## config.mk

```make
export PLATFORM = sky130hd
export DESIGN_NAME = hex_display_ctrl_flat
export DESIGN_NICKNAME = d
export VERILOG_FILES = /design/src/rtl/hex_display_pkg.sv /design/src/rtl/hex_display_ctrl_if.sv /design/src/rtl/hex_seg_lut.sv /design/src/rtl/hex_display_ctrl.sv /design/src/flat_wrapper.sv
export SDC_FILE = /design/constraint.sdc
export NUM_CORES = 1
export LEC_CHECK = 0
export CAP_MARGIN = 20
export CORE_MARGIN = 4
export CORE_UTILIZATION = 52
export DETAILED_ROUTE_END_ITERATION = 7
export PLACE_DENSITY = 0.86
export REMOVE_ABC_BUFFERS = 1
export SETUP_SLACK_MARGIN = 0.3
export SLEW_MARGIN = 10
export SYNTH_ARGS = -nofsm -noshare
export SYNTH_HDL_FRONTEND = slang
export SYNTH_SLANG_ARGS = --single-unit
```

## constraint.sdc

```tcl
create_clock -name clk -period 5.2 [get_ports clk]
set_input_delay 1.04 -clock clk [delete_from_list [all_inputs] [get_ports clk]]
set_output_delay 1.04 -clock clk [all_outputs]
set_load 0.01 [all_outputs]
```

## src/rtl/hex_display_pkg.sv

```systemverilog
// Shared definitions for the hex display controller: command codes, blank
// segment pattern, FSM states and the write-pointer arithmetic helpers.
package hex_display_pkg;

  localparam int MAX_DIGITS = 8;

  localparam logic [4:0] CMD_DISP   = 5'b00000;
  localparam logic [4:0] CMD_SETPTR = 5'b11110;
  localparam logic [4:0] CMD_CLR    = 5'b11111;

  // Active-low segments, so all-ones turns every segment off.
  localparam logic [6:0] SEG_BLANK = 7'b1111111;

  typedef enum logic {
    IDLE,
    SCAN
  } state_e;

  function automatic logic [2:0] wrap_nibble(input logic [3:0] v, input int num_digits);
    return 3'(32'(v) % num_digits);
  endfunction

  function automatic logic [2:0] next_ptr(input logic [2:0] ptr, input int num_digits);
    return (ptr == 3'(num_digits - 1)) ? 3'd0 : ptr + 3'd1;
  endfunction

endpackage

```

## src/rtl/hex_display_ctrl_if.sv

```systemverilog
// Processor-side write port of the hex display controller: command strobe,
// nibble operand, and the status the processor polls back.
interface hex_display_ctrl_if;
  logic       wr_valid;
  logic [4:0] command;
  logic [3:0] bus;
  logic       ready;
  logic       overflow;
  logic [2:0] ptr;

  modport master (
    output wr_valid, command, bus,
    input  ready, overflow, ptr
  );

  modport slave (
    input  wr_valid, command, bus,
    output ready, overflow, ptr
  );
endinterface

```

## src/rtl/hex_seg_lut.sv

```systemverilog
// Combinational hex nibble to seven-segment decoder, active-low, gfedcba.
module hex_seg_lut
  import hex_display_pkg::*;
(
  input  logic [3:0] nibble,
  output logic [6:0] seg
);

  // NOTE: every always_comb output gets a default first so no path can infer a latch.
  always_comb begin
    seg = SEG_BLANK;
    case (nibble)
      4'h0: seg = 7'b1000000;
      4'h1: seg = 7'b1111001;
      4'h2: seg = 7'b0100100;
      4'h3: seg = 7'b0110000;
      4'h4: seg = 7'b0011001;
      4'h5: seg = 7'b0010010;
      4'h6: seg = 7'b0000010;
      4'h7: seg = 7'b1111000;
      4'h8: seg = 7'b0000000;
      4'h9: seg = 7'b0010000;
      4'ha: seg = 7'b0001000;
      4'hb: seg = 7'b0000011;
      4'hc: seg = 7'b1000110;
      4'hd: seg = 7'b0100001;
      4'he: seg = 7'b0000110;
      4'hf: seg = 7'b0001110;
      default: seg = SEG_BLANK;
    endcase
  end

endmodule

```

## src/rtl/hex_display_ctrl.sv

```systemverilog
// Debug hex display controller: buffers processor nibble writes and sweeps one
// digit per cycle through a single shared decoder into per-digit segment registers.
module hex_display_ctrl
  import hex_display_pkg::*;
#(
  parameter int NUM_DIGITS = 4
) (
  input  logic                    clk,
  input  logic                    rst,
  hex_display_ctrl_if.slave       cpu,
  output logic [7*NUM_DIGITS-1:0] hex
);

  localparam int IDX_W = (NUM_DIGITS > 1) ? $clog2(NUM_DIGITS) : 1;

  state_e           state_q, state_d;
  logic [IDX_W-1:0] idx_q, idx_d;
  logic [2:0]       ptr_q;
  logic             overflow_q;
  logic [3:0]       nib_q [NUM_DIGITS];
  logic [NUM_DIGITS-1:0] blank_q;
  logic [6:0]       seg_q [NUM_DIGITS];

  logic       accept;
  logic       do_disp;
  logic       do_setptr;
  logic       do_clr;
  logic       last_idx;
  logic [3:0] lut_in;
  logic       cur_blank;
  logic [6:0] lut_out;
  logic [6:0] seg_next;

  always_comb begin
    accept    = cpu.wr_valid && (state_q == IDLE);
    do_disp   = accept && (cpu.command == CMD_DISP);
    do_setptr = accept && (cpu.command == CMD_SETPTR);
    do_clr    = accept && (cpu.command == CMD_CLR);
    last_idx  = (idx_q == IDX_W'(NUM_DIGITS - 1));
  end

  always_comb begin
    state_d = state_q;
    idx_d   = idx_q;
    case (state_q)
      IDLE: begin
        if (do_disp || do_clr) begin
          state_d = SCAN;
          idx_d   = '0;
        end
      end
      SCAN: begin
        if (last_idx) begin
          state_d = IDLE;
          idx_d   = '0;
        end else begin
          idx_d = idx_q + 1'b1;
        end
      end
      default: begin
        state_d = IDLE;
        idx_d   = '0;
      end
    endcase
  end

  // Select the digit under the sweep cursor into the one shared decoder.
  always_comb begin
    lut_in    = '0;
    cur_blank = 1'b1;
    for (int d = 0; d < NUM_DIGITS; d++) begin
      if (idx_q == IDX_W'(d)) begin
        lut_in    = nib_q[d];
        cur_blank = blank_q[d];
      end
    end
  end

  hex_seg_lut u_lut (
    .nibble (lut_in),
    .seg    (lut_out)
  );

  assign seg_next = cur_blank ? SEG_BLANK : lut_out;

  // NOTE: sequential state uses non-blocking assignments so every register samples pre-edge values.
  always_ff @(posedge clk) begin
    if (rst) begin
      state_q <= IDLE;
      idx_q   <= '0;
    end else begin
      state_q <= state_d;
      idx_q   <= idx_d;
    end
  end

  // NOTE: the buffers are reset explicitly because their reset contents (blank digits) are visible on the pins.
  always_ff @(posedge clk) begin
    if (rst) begin
      ptr_q      <= '0;
      overflow_q <= 1'b0;
      blank_q    <= '1;
      for (int d = 0; d < NUM_DIGITS; d++) nib_q[d] <= '0;
    end else begin
      if (cpu.wr_valid && (state_q != IDLE)) overflow_q <= 1'b1;

      if (do_disp) begin
        for (int d = 0; d < NUM_DIGITS; d++) begin
          if (ptr_q == 3'(d)) begin
            nib_q[d]   <= cpu.bus;
            blank_q[d] <= 1'b0;
          end
        end
        ptr_q <= next_ptr(ptr_q, NUM_DIGITS);
      end else if (do_setptr) begin
        ptr_q <= wrap_nibble(cpu.bus, NUM_DIGITS);
      end else if (do_clr) begin
        ptr_q   <= '0;
        blank_q <= '1;
        for (int d = 0; d < NUM_DIGITS; d++) nib_q[d] <= '0;
      end
    end
  end

  // Only the digit under the cursor is written, so digits ahead of the sweep hold steady.
  always_ff @(posedge clk) begin
    if (rst) begin
      for (int d = 0; d < NUM_DIGITS; d++) seg_q[d] <= SEG_BLANK;
    end else if (state_q == SCAN) begin
      for (int d = 0; d < NUM_DIGITS; d++) begin
        if (idx_q == IDX_W'(d)) seg_q[d] <= seg_next;
      end
    end
  end

  for (genvar g = 0; g < NUM_DIGITS; g++) begin : g_hex
    assign hex[7*g +: 7] = seg_q[g];
  end

  assign cpu.ready    = (state_q == IDLE);
  assign cpu.overflow = overflow_q;
  assign cpu.ptr      = ptr_q;

endmodule

```

## src/flat_wrapper.sv

```systemverilog
// flat-port wrapper written by rule: the top's interface ports become plain ports
module hex_display_ctrl_flat import hex_display_pkg::*;
#(
  parameter int NUM_DIGITS = 4
)
  (clk, rst, hex, cpu_wr_valid, cpu_command, cpu_bus, cpu_ready, cpu_overflow, cpu_ptr);
  hex_display_ctrl_if cpu_i ();
  input  logic clk;
  input  logic rst;
  output logic [7*NUM_DIGITS-1:0] hex;
  input wire logic [$bits(cpu_i.wr_valid)-1:0] cpu_wr_valid;
  input wire logic [$bits(cpu_i.command)-1:0] cpu_command;
  input wire logic [$bits(cpu_i.bus)-1:0] cpu_bus;
  output wire logic [$bits(cpu_i.ready)-1:0] cpu_ready;
  output wire logic [$bits(cpu_i.overflow)-1:0] cpu_overflow;
  output wire logic [$bits(cpu_i.ptr)-1:0] cpu_ptr;
  assign cpu_i.wr_valid = cpu_wr_valid;
  assign cpu_i.command = cpu_command;
  assign cpu_i.bus = cpu_bus;
  assign cpu_ready = cpu_i.ready;
  assign cpu_overflow = cpu_i.overflow;
  assign cpu_ptr = cpu_i.ptr;
  hex_display_ctrl #(.NUM_DIGITS(NUM_DIGITS)) u_core (.clk(clk), .rst(rst), .cpu(cpu_i), .hex(hex));
endmodule
```

==> key figures, run 1 <==
Synthesis
  – Synth cell types: between 50 and 60
  – Sequential cell area fraction in the yosys report: between 50% and 60%
  – Post-synthesis cell area: 2811 um2
  – Ys Warns: 0
  – Yosys top cell area share: 38.45%
  – Fraction of registers with async set/reset: 0%
  – Cell taking the most area after synthesis: edfxtp_1
  – Post-synth EDFFs: 36
  – Most common cell in the synthesized netlist: nand2_1
  – Syn Inst Count: roughly 270
  – Commonest cells post-synth: nand2_1 (48), edfxtp_1 (36), dfxtp_1 (19), nand3_1 (15), ha_1 (14)
  – Top_reg_cell synth: edfxtp_1
  – Synth area leaders: edfxtp_1 (38%), dfxtp_1 (14%), nand2_1 (6.4%)
  – Synth Register Bits: 55
  – Syn avg cell area: between 10 and 15 um2

Timing
  – Final setup fails: 0
  – Final Max Tran Viols: 0
  – Peak Freq: 311.8 MHz
  – Fin. Hold Viols: 0
  – RSZ-0062 raised after global routing: no
  – Setup TNS: 0 ns
  – Max Clock Skew: 0.01116 ns
  – Worst Tran Pin Value: approximately 0.66 ns
  – Final Cycle Share: between 60% and 70%
  – Slew margin rel.: a little under three fifths
  – Tmin final: between 3 and 4 ns

Setup path
  – Reg-to-reg critical path endpoint: u_core.seg_q[0][3]
  – Worst path bufs/invs: 1
  – R2R depth: 9
  – Crit path launch type: register
  – CP top delay family: compound AO/OA/AOI/OAI gates
  – Crit end category: register
  – Crit path DAT: about 3.3 ns
  – Reg-to-reg setup timing slack: between 1.5 and 2 ns
  – WP depth: 9
  – Critical path startpoint: u_core.idx_q[0]
  – CP required: 5.25 ns
  – RR Startpoint: u_core.idx_q[0]
  – WS Path Type: reg -> reg
  – CP max stage delay: roughly 0.51 ns
  – Slowest CP cell: a31oi_1
  – Crit path cell chain: ha_1 > nand2b_1 > o22ai_1 > a31oi_1 > inv_1 > ha_1 > mux2_1 > a22oi_2 > nand2_1
  – CP dominant cell by count: ha_1
  – Crit path capture: u_core.seg_q[0][3]
  – CP Max Fanout: 13

Pwr
  – Logic pwr share: around 6%
  – Peak supply drop: about 0.12 mV
  – Power consumption: between 700 and 800 uW
  – Pwr/cell area: between 200 and 250 nW/um2
  – Sw frac: a little over a fifth
  – Sequential power share: ~59%
  – Sw Pwr: ~170 uW
  – Clock share of power: 35.4%
  – Static Leak: approximately 0.0011 uW
  – Pint: about 630 uW

Routing
  – Drt pass-1 iters: 4
  – Total number of vias: ~2100
  – Routed Antenna Nets: 0
  – Starting DRT DRC Count: approximately 110
  – Detailed Route WL: 5.465 mm
  – Wire per inst: roughly 15 um
  – Vias per cell: ~5.6
  – DRC Markers: 0

Floorplanning
  – Initial Utilization: about 54%
  – Core box area: 5172 um2
  – # IOs: between 40 and 50
  – Row Count: 26
  – Die W: 81.53 um
  – Die Area: ~6600 um2
  – Die Span Y: around 82 um

Global routing
  – Met1 Use GR: 20.87%
  – Initial antenna violation count: 0
  – Vias in the first global route: ~1900
  – Met2 Use GR: a little under a third
  – Pin count of the biggest net entering global routing: 21
  – GRT met3 Usage: slightly above 4%
  – Gr busiest metal: met2
  – GRT Util Overall: approximately 18%
  – Global route overflow: 0
  – First-pass GRT wire length: 8.790 mm

Clock network
  – CTS tree: yes
  – Root buf cell: clkbuf_8
  – CTS buffer count: 5
  – Postcts setup bufs: 0
  – CTS clk-pin slew, worst paths: ~0.1 ns
  – Sink Count: 55
  – H-tree depth: 2
  – Worst-Skew Late Latency: 0.31 ns
  – Clock tree buffer depth: 2
  – Cts hold-fix bufs: 0
  – Post-CTS sizing: 0

Worst hold path
  – Critical hold path startpoint: u_core.blank_q[0]
  – Min-delay worst type: reg -> reg

Place
  – Gp weighted congestion: 0.8135
  – DP Wirelength: 4.175 mm
  – PortBufs: between 40 and 50

Layout
  – Layout cells sized above 1: 8.170%
  – Antenna cell count: 0
  – Final #Nets: about 330
  – Area delta synth->final: 20.12%

Status
  – Status: completed

Flow run
  – Max-cap violations: 0
## through the flow
step	setup slack, ns	hold slack [ns]	instances	util (%)	cell area [um2]
floorplan	2.540	0.4258	253	-	2726
detailed placement	1.978	0.4403	368	63.06	3262
global route	1.721	0.4802	376	65.29	3377
CTS	2.012	0.4640	376	65.29	3377
global placement	2.062	0.4352	368	63.06	3262
finish	1.993	0.4618	376	65.29	3377
## final cells by class
class	count	area, um2
clock buffer	5	68.82
timing repair buffer	45	447.9
fill	409	1795
multi-input combinational	185	1216
inverter	13	48.80
sequential	55	1461
clock inverter	3	46.29
tap	70	87.58
## sequential cells by signal, summed over array words and instances (netlist names)
register and count:
u_core.seg_q 28, u_core.nib_q 16, u_core.blank_q 4, u_core.cpu.ptr 3, u_core.idx_q 2, u_core.cpu.overflow 1, u_core.state_q 1
## power by group through the flow
stage,clock [uW],combinational (uW),sequential (uW)
finish,283,47.3,469
detailed placement,0,46.7,479
global route,307,51.5,470
global placement,0,45.8,479
floorplan,0,25.5,479
CTS,290,47.0,469
## cells by family after synthesis
| family | Yosys count | synth area share (%) |
|---|---|---|
| AND/OR/NAND/NOR | 118 | 21.81 |
| multiplexers | 4 | 1.513 |
| AO/OA/AOI/OAI | 49 | 13.71 |
| flip-flops | 55 | 51.98 |
| buffers and inverters | 25 | 4.762 |
| adder cells (fa/ha/maj) | 14 | 6.231 |
## how the worst min path moves through the flow
stage	slack, ns	cells past startpoint	to
2_1_floorplan	0.43	1	u_core.blank_q[0]
3_3_place_gp	0.44	1	u_core.blank_q[0]
3_5_place_dp	0.44	1	u_core.blank_q[0]
4_1_cts	0.46	2	u_core.nib_q[0][2]
5_1_grt	0.48	2	u_core.nib_q[0][3]
6_report	0.46	1	u_core.blank_q[0]
## per-layer routing
layer | routed length [um] | vias up | share of wire (%)
li1 | - | 1025 | -
met1 | 2229 | 983 | 41
met2 | 2784 | 70 | 51
met3 | 335 | 12 | 6.1
met4 | 115 | 0 | 2.1
met5 | 0 | - | 0
## cell usage in the layout, fill, tap and decap left out, types with 2 or more instances in the layout
cell / instances
a21o_1: 9
a21oi_1: 13
a22oi_1: 2
a311oi_2: 3
a31oi_1: 3
and2_1: 8
clkbuf_8: 5
clkdlybuf4s50_1: 44
dfxtp_1: 19
edfxtp_1: 36
ha_1: 14
inv_1: 12
mux2_1: 2
mux2i_1: 2
nand2_1: 48
nand2b_1: 7
nand3_1: 15
nand3b_1: 5
nor2_1: 13
nor2_2: 2
nor2b_1: 4
nor3_1: 3
nor3b_1: 2
nor3b_2: 2
o21ai_0: 2
o21ai_1: 2
o22a_1: 2
o22ai_1: 2
Note: power is estimated with default switching activity, not from simulation.
==> inputs of run 2 (changes only) <==
CORE_UTILIZATION = 48   (was 52)
PLACE_DENSITY = 0.84   (was 0.86)
clock period = 2.7 ns   (was 5.2 ns; I/O delays follow)
==> key figures, run 2 (synthesis gave the netlist of run 1 again) <==
Floorplanning
  – Initial Utilization: 50.13% (-4.2 points)
  – Die W: 84.53 um (+3.7%)
  – # IOs: 45 (unchanged)
  – Die Area: 7145 um2 (+7.5%)
  – Core box area: 5608 um2 (+8.4%)
  – Die Span Y: 84.53 um (+3.7%)
  – Row Count: 27 (+3.8%)

Clock network
  – CTS buffer count: 5 (unchanged)
  – CTS tree: yes
  – Sink Count: 55 (unchanged)
  – Root buf cell: clkbuf_8
  – H-tree depth: 2 (unchanged)
  – CTS clk-pin slew, worst paths: 0.11 ns (about the same)
  – Cts hold-fix bufs: 0 (unchanged)
  – Clock tree buffer depth: 2 (unchanged)
  – Worst-Skew Late Latency: 0.32 ns (about the same)

Status
  – Status: completed

Pwr
  – Peak supply drop: 0.2808 mV (+130%)
  – Sequential power share: 59.7% (+1.0 points)
  – Static Leak: 0.001253 uW (+12%)
  – Sw frac: 24.42% (+3.3 points)
  – Clock share of power: 33.1% (-2.3 points)
  – Sw Pwr: 369.2 uW (+120%)
  – Pwr/cell area: 410.2 nW/um2 (+73%)
  – Pint: 1142 uW (+81%)
  – Logic pwr share: 7.1% (+1.2 points)

Routing
  – Routed Antenna Nets: 0 (unchanged)
  – DRC Markers: 0 (unchanged)
  – Drt pass-1 iters: 4 (unchanged)
  – Total number of vias: 2182 (+4.4%)
  – Starting DRT DRC Count: 105 (unchanged)
  – Detailed Route WL: 6.282 mm (+15%)
  – Wire per inst: 15.71 um (+8.1%)
  – Vias per cell: 5.455 (-1.9%)

Layout
  – Layout cells sized above 1: 19.51% (+11 points)
  – Antenna cell count: 0 (unchanged)
  – Top Registers: u_core.seg_q: 28 flops, u_core.nib_q: 16 flops, u_core.blank_q: 4 flops
  – Area delta synth->final: 31.06%
  – Most frequent cells in the layout: nand2_1 (48), clkdlybuf4s50_1 (44), edfxtp_1 (36)
  – Commonest non-fill, non-tap cell in the layout: nand2_1
  – Max reg flops: 28 (unchanged)
  – Final #Nets: 353 (+6.6%)
  – Top register by number of flip-flops: u_core.seg_q
  – Final cell utilization of the core: 65.71% (+0.42 points)

Setup path
  – WP depth: 8 (-1)
  – R2R depth: 8 (-1)
  – CP max stage delay: 0.38 ns (-0.13 ns)
  – Crit path launch type: register
  – Critical path startpoint: u_core.idx_q[1]
  – RR Startpoint: u_core.idx_q[1]
  – CP Max Fanout: 8 (-5)
  – WS Path Type: reg -> reg
  – Crit end category: register
  – Slowest CP cell: dfxtp_4
  – Worst path bufs/invs: 2 (+1)
  – Crit path cell chain: buf_4 > ha_4 > nor3b_2 > a311oi_2 > clkbuf_16 > mux2_4 > a22oi_2 > nand2_1
  – CP top delay family: compound AO/OA/AOI/OAI gates
  – Crit path DAT: 2.44 ns (-0.82 ns)
  – CP required: 2.78 ns (-2.47 ns)

Place
  – Gp weighted congestion: 0.8121 (-0.17%)
  – DP Wirelength: 4.635 mm (+11%)
  – PortBufs: 44 (unchanged)

Timing
  – Worst Tran Pin Value: 0.5617 ns (-0.09358 ns)
  – RSZ-0062 raised after global routing: no
  – Slew margin rel.: 62.30% (+6.2 points)
  – Peak Freq: 423.2 MHz (+36%)
  – Final Cycle Share: 87.51% (+26 points)
  – Tmin final: 2.363 ns (-0.8442 ns)
  – Setup TNS: 0 ns (unchanged)
  – Final setup fails: 0 (unchanged)
  – Final Max Tran Viols: 0 (unchanged)
  – Fin. Hold Viols: 0 (unchanged)
  – Max Clock Skew: 0.004449 ns (-0.006710 ns)

Global routing
  – First-pass GRT wire length: 9.894 mm (+13%)
  – Pin count of the biggest net entering global routing: 21 (unchanged)
  – Global route overflow: 0 (unchanged)
  – Vias in the first global route: 2105 (+13%)
  – Initial antenna violation count: 0 (unchanged)
  – GRT Util Overall: 17.18% (-0.34 points)

Worst hold path
  – Min-delay worst type: reg -> reg
  – Critical hold path startpoint: u_core.nib_q[0][0]
  – Hold Path Cell Cnt: 2 (+1)

Flow run
  – Max-cap violations: 0 (unchanged)
run 2: path summary, 6_finish.rpt:
check	end	slack, ns
worst max-delay path	u_core.seg_q[2][3]	0.34
worst min-delay path	u_core.nib_q[0][0]	0.47
worst max register to register	u_core.seg_q[2][3]	0.34
worst min register to register	u_core.nib_q[0][0]	0.47
run 2: layer usage:
metal,part of all wire [%],global-route usage (%),vias up
li1,-,-,1068
met1,40,19.17,1047
met2,54,32.46,57
met3,4.3,3.337,10
met4,1.9,5.468,0
met5,0,0,-
run 2: repair_timing:
action | in CTS | in global routing
setup endpoints to repair | 19 | 19
pin swaps | 2 | 7
buffers inserted | 2 | 11
gates cloned | 0 | 1
gates resized for setup | 15 | 12
run 2: power groups by stage:
stage	combinational, uW	clock (uW)	sequential, uW
after floorplan	49.1	0	922
after global placement	93.9	0	923
after detailed placement	95.4	0	923
after CTS	97.9	499	902
after global routing	117	539	904
final	108	501	903
run 2: layout make-up:
cell class	instances	area [um2]
multi-input cells	185	1326
fillers	453	1923
well taps	72	90.09
inverters	13	48.80
flip-flops and latches	55	1469
clock buffers	5	68.82
repair buffers	67	648.1
clock inverters	3	33.78
run 2: through the flow:
step / setup WS [ns] / total power (uW) / std cells / hold slack, ns / instance area [um2]
CTS: 0.3173 / 1499 / 388 / 0.4672 / 3525
detailed placement: 0.1260 / 1018 / 378 / 0.4468 / 3337
global route: 0.2979 / 1559 / 400 / 0.4809 / 3685
floorplan: 0.03991 / 970.7 / 253 / 0.4258 / 2726
finish: 0.3373 / 1512 / 400 / 0.4657 / 3685
global placement: 0.1870 / 1017 / 378 / 0.4379 / 3337
run 2: worst register-to-register path: cells and delay by family, from the launching register on:
family	cells	cell delay, ns
compound gates	2	0.62
fa+ha+maj	1	0.19
buf+inv	2	0.36
flops	1	0.38
mux	1	0.30
simple gates	2	0.27
